[config.mk]
export PLATFORM = sky130hd
export DESIGN_NAME = des_key_schedule
export DESIGN_NICKNAME = d
export VERILOG_FILES = /design/src/rtl/des_pkg.sv /design/src/rtl/des_pc2.sv /design/src/rtl/des_key_schedule.sv
export SDC_FILE = /design/constraint.sdc
export NUM_CORES = 1
export LEC_CHECK = 0
export BUFFER_PORTS_ARGS = -buffer_cell sky130_fd_sc_hd__buf_2
export CAP_MARGIN = 10
export CORE_ASPECT_RATIO = 0.5
export CORE_MARGIN = 4
export CORE_UTILIZATION = 47
export CTS_BUF_LIST = sky130_fd_sc_hd__clkbuf_2 sky130_fd_sc_hd__clkbuf_4 sky130_fd_sc_hd__clkbuf_8
export DETAILED_ROUTE_END_ITERATION = 8
export PLACE_DENSITY = 0.71
export RECOVER_POWER = 100
export SLEW_MARGIN = 20
export SYNTH_ARGS = -nofsm -noshare
export SYNTH_HDL_FRONTEND = slang
export SYNTH_HIERARCHICAL = 1
export SYNTH_SLANG_ARGS = --single-unit
export TNS_END_PERCENT = 50
[constraint.sdc]
create_clock -name clk -period 6.5 [get_ports clk]
set_input_delay 0.65 -clock clk [delete_from_list [all_inputs] [get_ports clk]]
set_output_delay 0.65 -clock clk [all_outputs]
set_load 0.02 [all_outputs]
[src/rtl/des_pkg.sv]
// DES key schedule shared definitions: permutation tables (FIPS bit numbering),
// FSM states, 28-bit half rotations and the default per-round shift schedule.
package des_pkg;

    localparam logic [15:0] SHIFT_SCHED_DEFAULT = 16'h7EFC;

    typedef enum logic {
        IDLE = 1'b0,
        RUN  = 1'b1
    } state_e;

    // Entry j holds the key bit (1 = MSB) that lands in output bit j+1.
    localparam int PC1_TAB [56] = '{
        57, 49, 41, 33, 25, 17,  9,
         1, 58, 50, 42, 34, 26, 18,
        10,  2, 59, 51, 43, 35, 27,
        19, 11,  3, 60, 52, 44, 36,
        63, 55, 47, 39, 31, 23, 15,
         7, 62, 54, 46, 38, 30, 22,
        14,  6, 61, 53, 45, 37, 29,
        21, 13,  5, 28, 20, 12,  4
    };

    localparam int PC2_TAB [48] = '{
        14, 17, 11, 24,  1,  5,
         3, 28, 15,  6, 21, 10,
        23, 19, 12,  4, 26,  8,
        16,  7, 27, 20, 13,  2,
        41, 52, 31, 37, 47, 55,
        30, 40, 51, 45, 33, 48,
        44, 49, 39, 56, 34, 53,
        46, 42, 50, 36, 29, 32
    };

    function automatic logic [27:0] rotl28(input logic [27:0] v, input logic by2);
        return by2 ? {v[25:0], v[27:26]} : {v[26:0], v[27]};
    endfunction

    function automatic logic [27:0] rotr28(input logic [27:0] v, input logic by2);
        return by2 ? {v[1:0], v[27:2]} : {v[0], v[27:1]};
    endfunction

endpackage

[src/rtl/des_pc2.sv]
// PC2 compression: selects 48 of the 56 C/D bits to form one round subkey.
// Latency: combinational. Backpressure: none (pure function of cd_i).
// Purely combinational; no state.
module des_pc2
    import des_pkg::*;
(
    input  logic [55:0] cd_i,
    output logic [47:0] subkey_o
);

    for (genvar j = 0; j < 48; j++) begin : g_sel
        assign subkey_o[47-j] = cd_i[56-PC2_TAB[j]];
    end

    // CD bits 9,18,22,25,35,38,43,54 are dropped by PC2.
    logic unused_cd;
    assign unused_cd = ^{cd_i[47], cd_i[38], cd_i[34], cd_i[31],
                         cd_i[21], cd_i[18], cd_i[13], cd_i[2]};

endmodule

[src/rtl/des_key_schedule.sv]
// Sequential DES key schedule: one key in, 16 subkeys out (K1..K16 or K16..K1).
// Latency: first subkey 1 cycle after key accept, then one per handshake.
// Backpressure: sk_ready low holds the subkey; key_ready is high only when idle.
// Optional weak-key detection is enabled with `define DES_WEAK_KEY_DET_EN.
module des_key_schedule
    import des_pkg::*;
#(
    parameter logic [15:0] SHIFT_SCHED = SHIFT_SCHED_DEFAULT
) (
    input  logic        clk,
    input  logic        rst_n,
    input  logic [63:0] key,
    input  logic        decrypt,
    input  logic        key_valid,
    output logic        key_ready,
    output logic [47:0] subkey,
    output logic [3:0]  sk_round,
    output logic        sk_valid,
    output logic        sk_last,
    input  logic        sk_ready,
    output logic        weak_key
);

    logic [55:0] pc1_key;
    for (genvar j = 0; j < 56; j++) begin : g_pc1
        assign pc1_key[55-j] = key[64-PC1_TAB[j]];
    end

    logic unused_parity;
    assign unused_parity = ^{key[56], key[48], key[40], key[32],
                             key[24], key[16], key[8],  key[0]};

    state_e      state_q;
    logic [27:0] c_q, d_q, c_d, d_d;
    logic [3:0]  cnt_q;
    logic        dir_q;
    logic        key_ready_q, sk_valid_q, sk_last_q;
    logic [3:0]  sk_round_q;
    logic        accept, handshake, advance;

    assign accept    = key_valid && key_ready_q;
    assign handshake = sk_valid_q && sk_ready;
    assign advance   = handshake && (cnt_q != 4'd15);

    // Decrypt starts from CD0 (== CD16) and walks backwards with right rotations.
    always_comb begin
        c_d = c_q;
        d_d = d_q;
        if (accept) begin
            if (decrypt) begin
                c_d = pc1_key[55:28];
                d_d = pc1_key[27:0];
            end else begin
                c_d = rotl28(pc1_key[55:28], SHIFT_SCHED[0]);
                d_d = rotl28(pc1_key[27:0],  SHIFT_SCHED[0]);
            end
        end else if (advance) begin
            if (dir_q) begin
                c_d = rotr28(c_q, SHIFT_SCHED[~cnt_q]);
                d_d = rotr28(d_q, SHIFT_SCHED[~cnt_q]);
            end else begin
                c_d = rotl28(c_q, SHIFT_SCHED[cnt_q + 4'd1]);
                d_d = rotl28(d_q, SHIFT_SCHED[cnt_q + 4'd1]);
            end
        end
    end

    always_ff @(posedge clk or negedge rst_n) begin
        if (!rst_n) begin
            state_q     <= IDLE;
            c_q         <= '0;
            d_q         <= '0;
            cnt_q       <= '0;
            dir_q       <= 1'b0;
            key_ready_q <= 1'b1;
            sk_valid_q  <= 1'b0;
            sk_last_q   <= 1'b0;
            sk_round_q  <= '0;
        end else begin
            c_q <= c_d;
            d_q <= d_d;
            case (state_q)
                IDLE: begin
                    if (accept) begin
                        state_q     <= RUN;
                        key_ready_q <= 1'b0;
                        sk_valid_q  <= 1'b1;
                        sk_last_q   <= 1'b0;
                        cnt_q       <= '0;
                        dir_q       <= decrypt;
                        sk_round_q  <= decrypt ? 4'd15 : 4'd0;
                    end
                end
                RUN: begin
                    if (handshake) begin
                        if (sk_last_q) begin
                            state_q     <= IDLE;
                            key_ready_q <= 1'b1;
                            sk_valid_q  <= 1'b0;
                            sk_last_q   <= 1'b0;
                        end else begin
                            cnt_q      <= cnt_q + 4'd1;
                            sk_last_q  <= (cnt_q == 4'd14);
                            sk_round_q <= dir_q ? sk_round_q - 4'd1 : sk_round_q + 4'd1;
                        end
                    end
                end
                default: state_q <= IDLE;
            endcase
        end
    end

    des_pc2 u_pc2 (
        .cd_i     ({c_q, d_q}),
        .subkey_o (subkey)
    );

    assign key_ready = key_ready_q;
    assign sk_valid  = sk_valid_q;
    assign sk_last   = sk_last_q;
    assign sk_round  = sk_round_q;

`ifdef DES_WEAK_KEY_DET_EN
    logic weak_q;
    always_ff @(posedge clk or negedge rst_n) begin
        if (!rst_n) begin
            weak_q <= 1'b0;
        end else if (accept) begin
            weak_q <= ((&pc1_key[55:28]) || (~|pc1_key[55:28])) &&
                      ((&pc1_key[27:0])  || (~|pc1_key[27:0]));
        end
    end
    assign weak_key = weak_q;
`else
    assign weak_key = 1'b0;
`endif

endmodule

# --- After elaboration in Yosys (flattened, before gate mapping) ---
# Memories as Yosys holds them, arrays and structs flattened.
# Index checks and enable logic that the tools add are counted.
# W data, S select, Z words.
word_totals:
  regBits: 69
  memories: 2
  elab_cells: 71
  input_bits: 69
  out_inout_bits: 56
  mem_bits_ro: 32
op_classes:
  n_bitwise: 2
  reduce_logical: 8
  muxes: 39
  eq_ne: 6
  magnitude_cmp: 2
  add_sub_neg: 3
memory_table:
  columns: ["memory", "depth", "word_bits", "rd", "rd_ports_with_merged_regs", "write_ports", "line_no", "text"]
  rows:
  - ["(name not given)", 16, 1, 1, 0, 0, "des_key_schedule.sv:63", "d_d = rotl28(d_q, SHIFT_SCHED[cnt_q + 4'd1]);"]
  - ["(name not given)", 16, 1, 1, 0, 0, "des_key_schedule.sv:60", "d_d = rotr28(d_q, SHIFT_SCHED[~cnt_q]);"]
ops:
  columns: ["op", "count"]
  rows:
  - ["$mux W28", 12]
  - ["$mux W4", 8]
  - ["$pmux W4 S2", 2]
  - ["$mux W1", 13]
  - ["$lt A4 B5 Y1 const B", 2]
  - ["$add A4 B1 Y4 const B", 2]
  - ["$pmux W1 S2", 4]
  - ["$reduce_and A3 Y1", 2]
  - ["$eq A4 B4 Y1 const B", 1]
  - ["$ne A2 B1 Y1 const B", 2]
  - ["$ne A2 B2 Y1 const B", 2]
  - ["$ne A4 B4 Y1 const B", 1]
  - ["$not A4 Y4", 1]
  - ["$reduce_and A2 Y1", 2]
  - ["$sub A4 B1 Y4 const B", 1]
  - ["$logic_and A1 B1 Y1", 3]
  - ["$reduce_bool A2 Y1", 1]
  - ["$not A1 Y1", 1]

# --- Longest topological paths before layout ---
logic_depth:
  ltp_word: 7
  depth_mapped: 9
  mapped_depth_nobuf: 7

# --- Modules after synthesis ---
# The synthesis kept the hierarchy.
by_module_without_submodules:
  columns: ["module", "area_each_um2", "seq_area_each_um2", "cells_each", "instances"]
  rows:
  - ["des_key_schedule", 5594.1, 1727.9, 579, 1]
  - ["des_pc2", 360.3, 0.0, 48, 1]

# --- Worst setup path after synthesis ---
# No wires, ideal clock.
synth_path:
  path_kind: "reg2reg"
  from: "reg cnt_q[0]"
  to: "reg c_q[0]"
  setup_time_ns: 0.142
  synth_period_minus_slack_ns: 2.046
  arrival_ns: 1.904
  slack_ns: 4.454
  path_buffers: 2
  stages_incl_launch_ff: 10
  cell_sequence: "dfrtp_1 inv_1 ha_1 or2_1 o211ai_1 o31ai_2 buf_6 buf_12 mux2i_1 o221ai_1"
synth_between:
  elab_chain_len: 7
  elab_cells_between_ends: 14
  classes_between: "1 x add/sub; 1 x eq/ne; 7 x mux; 1 x bitwise; 2 x reduce/logical; 2 x memory"
synth_rtl:
  columns: ["item", "line_no", "text"]
  rows:
  - ["start: declaration", "des_key_schedule.sv:35", "logic [3:0] cnt_q;"]
  - ["start signal: assignment", "des_key_schedule.sv:102", "cnt_q <= cnt_q + 4'd1;"]
  - ["$add A4 B1 Y4 or $not A4 Y4 (tied branches)", "des_key_schedule.sv:62, des_key_schedule.sv:59", null]
  - ["$mem_v2 Z16 W1 (on tied branches)", null, null]
  - ["$mux W1 (on tied branches)", null, null]
  - ["$mux W28 (on tied branches)", "des_pkg.sv:36, des_pkg.sv:40", null]
  - ["$mux W28", "des_key_schedule.sv:58", "if (dir_q) begin"]
  - ["$mux W28", "des_key_schedule.sv:57", "end else if (advance) begin"]
  - ["$mux W28", "des_key_schedule.sv:49", "if (accept) begin"]
  - ["end signal: assignment", "des_key_schedule.sv:71", "c_q <= '0;"]
  - ["end signal: assignment", "des_key_schedule.sv:80", "c_q <= c_d;"]
  - ["end: declaration", "des_key_schedule.sv:34", "logic [27:0] c_q, d_q, c_d, d_d;"]
# Several ways; a longest one is shown, not always the timed one. The select of a mux whose other input is x is not followed.
# A chain may end at the register's enable or synchronous reset.

# --- Worst setup path in the final report ---
layout_path:
  from: "reg cnt_q[1]"
  to: "reg c_q[0]"
# Same word-level chain as after synthesis.

==> flow_summary.toml <==
[floorplanning]
die_area_mm2 = 0.01464
rows = 28
ioPinCount = 125
start_util_pct = 49.27
core_area_mm2 = 0.01209
die_h_um = 87.59
fp.dieW_um = 167.2

[logic_synthesis]
synthDominantAreaCellType = "dfrtp_1"
synthCells = 627
synth_top_area_share_pct = 28.58
ys_types = 52
synth_ff_type = "dfrtp_1"
syn_nets = 704
yosysMostFrequentCell = "mux2i_1"
synthTopCellsByArea = "dfrtp_1 (29%), mux2i_1 (27%), o221ai_1 (7.8%)"
yosys-top-cells-count = "mux2i_1 (163), dfrtp_1 (68), nor2_1 (67)"
async_flop_share_pct = 100.0
yosys_warnings = 6
syn_area_per_cell_um2 = 9.497
synth-edff-count = 0
synth_area_mm2 = 0.005954
seq_area_frac_synth_pct = 29.02
synth-seq-cells = 69

[clocking]
postCtsHoldBufs = 0
cts.repair.resized = 0
cts_buffers = 9
cts_buffer_depth = 2
cts_sinks = 69
tritoncts = "yes"
cts-root-buf = "clkbuf_8"
clk_latency_ps = 360
cts_setup_buffers = 0
cts.clk_slew.worst_paths_ps = 70
htree_levels = 3

[critical_path]
reg2reg_depth = 6
crit_type = "flip-flop to flip-flop"
arrival_ps = 4650
crit_fanout = 39
worst_setup_path_end_kind = "flip-flop"
crit_required_ps = 6700
rrSetupSlack_ps = 2050
startpoint_type = "flip-flop"

[detailed_routing]
vias = 5004
viasPerCell = 6.058
first_iter_violations = 501
drt-wirelength-per-cell_um = 18.47
drcViolationCount = 0
wl_mm = 15.25
drt_first_pass_iters = 6
ant_nets = 0

[outcome]
status = "finished, violations left"
violations = "max-capacitance violations, max-slew violations"

[global_route]
first_global_vias = 4904
grt.total_usage_pct = 20.54
grt_start_max_net_pins = 70
grt_first_pass_wirelength_mm = 24.84
grt_overflow = 0
antenna_found_initial = 0

[place]
dpl-instance-area_mm2 = 0.006056
io_buffers = 115
place.gp.congestion = 0.8799
dpl.cell_count = 810
place_ws_ps = 3547
place_hpwl_mm = 10.10

[timing]
slew_headroom_pct = -163.5
finalSetupViolCount = 0
grt_setup_unrepaired = "no"
hold_slack_ps = 524.7
final.setup.tns_ps = 0
min_period_ps = 4452
drv_slew = 166
clock_skew_ps = 9.354
fin_crit_sh_pct = 68.50
tightest_slew_ps = 3953
hold_violations = 0
clock.fmax_mhz = 224.6
worst_slack_ps = 2048

[layout]
syn2layout_area_growth_pct = 3.530
finish.utilization_pct = 51.00
layout.cells.non_filler = 826
stdcell_area_mm2 = 0.006165
n_antenna_cell = 0
drive_above_1_share_pct = 14.52
layout.nets = 733

[power_and_ir_drop]
fin_total_pwr_mw = 0.8358
powerDensity_mw_per_mm2 = 135.6
max-vdd-ir-drop_uv = 82.57
power.leakage_nw = 2.836

[hold_path]
holdPathStages = 2
min_path_type = "flip-flop to flip-flop"

[run]
cap_violations = 3
cells by family after synthesis:
kind of cell,Yosys count,share of synthesized area [%]
compound gates,154,18.87
flops,69,29.02
mux,165,27.78
xor+xnor,3,0.4413
fa+ha+maj,8,1.807
buf+inv,114,13.32
simple gates,113,8.699
other cells,1,0.06298
flip-flops by register name, summed over array words and instances (netlist names):
register   cells
cnt_q          4
key_ready      1
c_q           28
sk_last        1
d_q           28
sk_round       4
sk_valid       1
dir_q          1
state_q        1
path summary, 6_finish.rpt:
| path | end | startpoint |
|---|---|---|
| worst max register to register | c_q[0]$_DFFE_PN0P_ | cnt_q[1]$_DFFE_PN0P_ |
| worst min register to register | key_ready$_DFFE_PN1P_ | key_ready$_DFFE_PN1P_ |
| worst min-delay path | key_ready$_DFFE_PN1P_ | key_ready$_DFFE_PN1P_ |
| worst max-delay path | c_q[0]$_DFFE_PN0P_ | cnt_q[1]$_DFFE_PN0P_ |
| min in group asynchronous | sk_round[3]$_DFFE_PN0P_ | rst_n |
| max in group asynchronous | d_q[13]$_DFFE_PN0P_ | rst_n |
per-layer routing:
layer,global-route usage (%),vias to the layer above,wire [um]
li1,-,2383,-
met1,28.93,2437,7163
met2,32.32,163,7005
met3,4.914,21,868
met4,5.155,0,215
met5,0,-,0
critical path, stage by stage, from the launching register on:
cell and delay (ps):
dfrtp_1 520, ha_1 410, mux2i_1 260, o21ai_4 530
clkbuf_1 2040, mux2i_1 360, o221ai_1 160
layout make-up:
type                       instances  area (um^2)
tap                              165        206.4
inverter                          11        41.29
clock buffer                      15        175.2
timing repair buffer             121        546.8
fill                            1170         5922
clock inverter                     1        7.507
sequential                        69         1728
multi-input combinational        444         3460
where the power goes:
part | switching, mW | total [mW] | internal [mW] | leakage (nW)
Clock | 0.168 | 0.339 | 0.171 | 0.0950
Sequential | 0 | 0.429 | 0.429 | 0.940
Combinational | 0.0367 | 0.0672 | 0.0305 | 1.80
Total | 0.205 | 0.836 | 0.631 | 2.84
placed cells by master, fill, tap and decap left out, types with 7 or more instances in the layout:
master / synthesis / layout
o211ai_1: 7 / 7
mux2i_1: 163 / 163
nor2_1: 67 / 67
a31oi_1: 56 / 56
clkbuf_1: 23 / 57
ha_1: 7 / 7
nand3_1: 8 / 8
inv_1: 11 / 11
nand2_1: 15 / 15
a21oi_1: 12 / 12
o221ai_1: 53 / 53
clkbuf_8: 1 / 10
dfrtp_1: 68 / 68
buf_2: 15 / 59
o21ai_0: 10 / 10
Power figures use the tool's default switching activity.
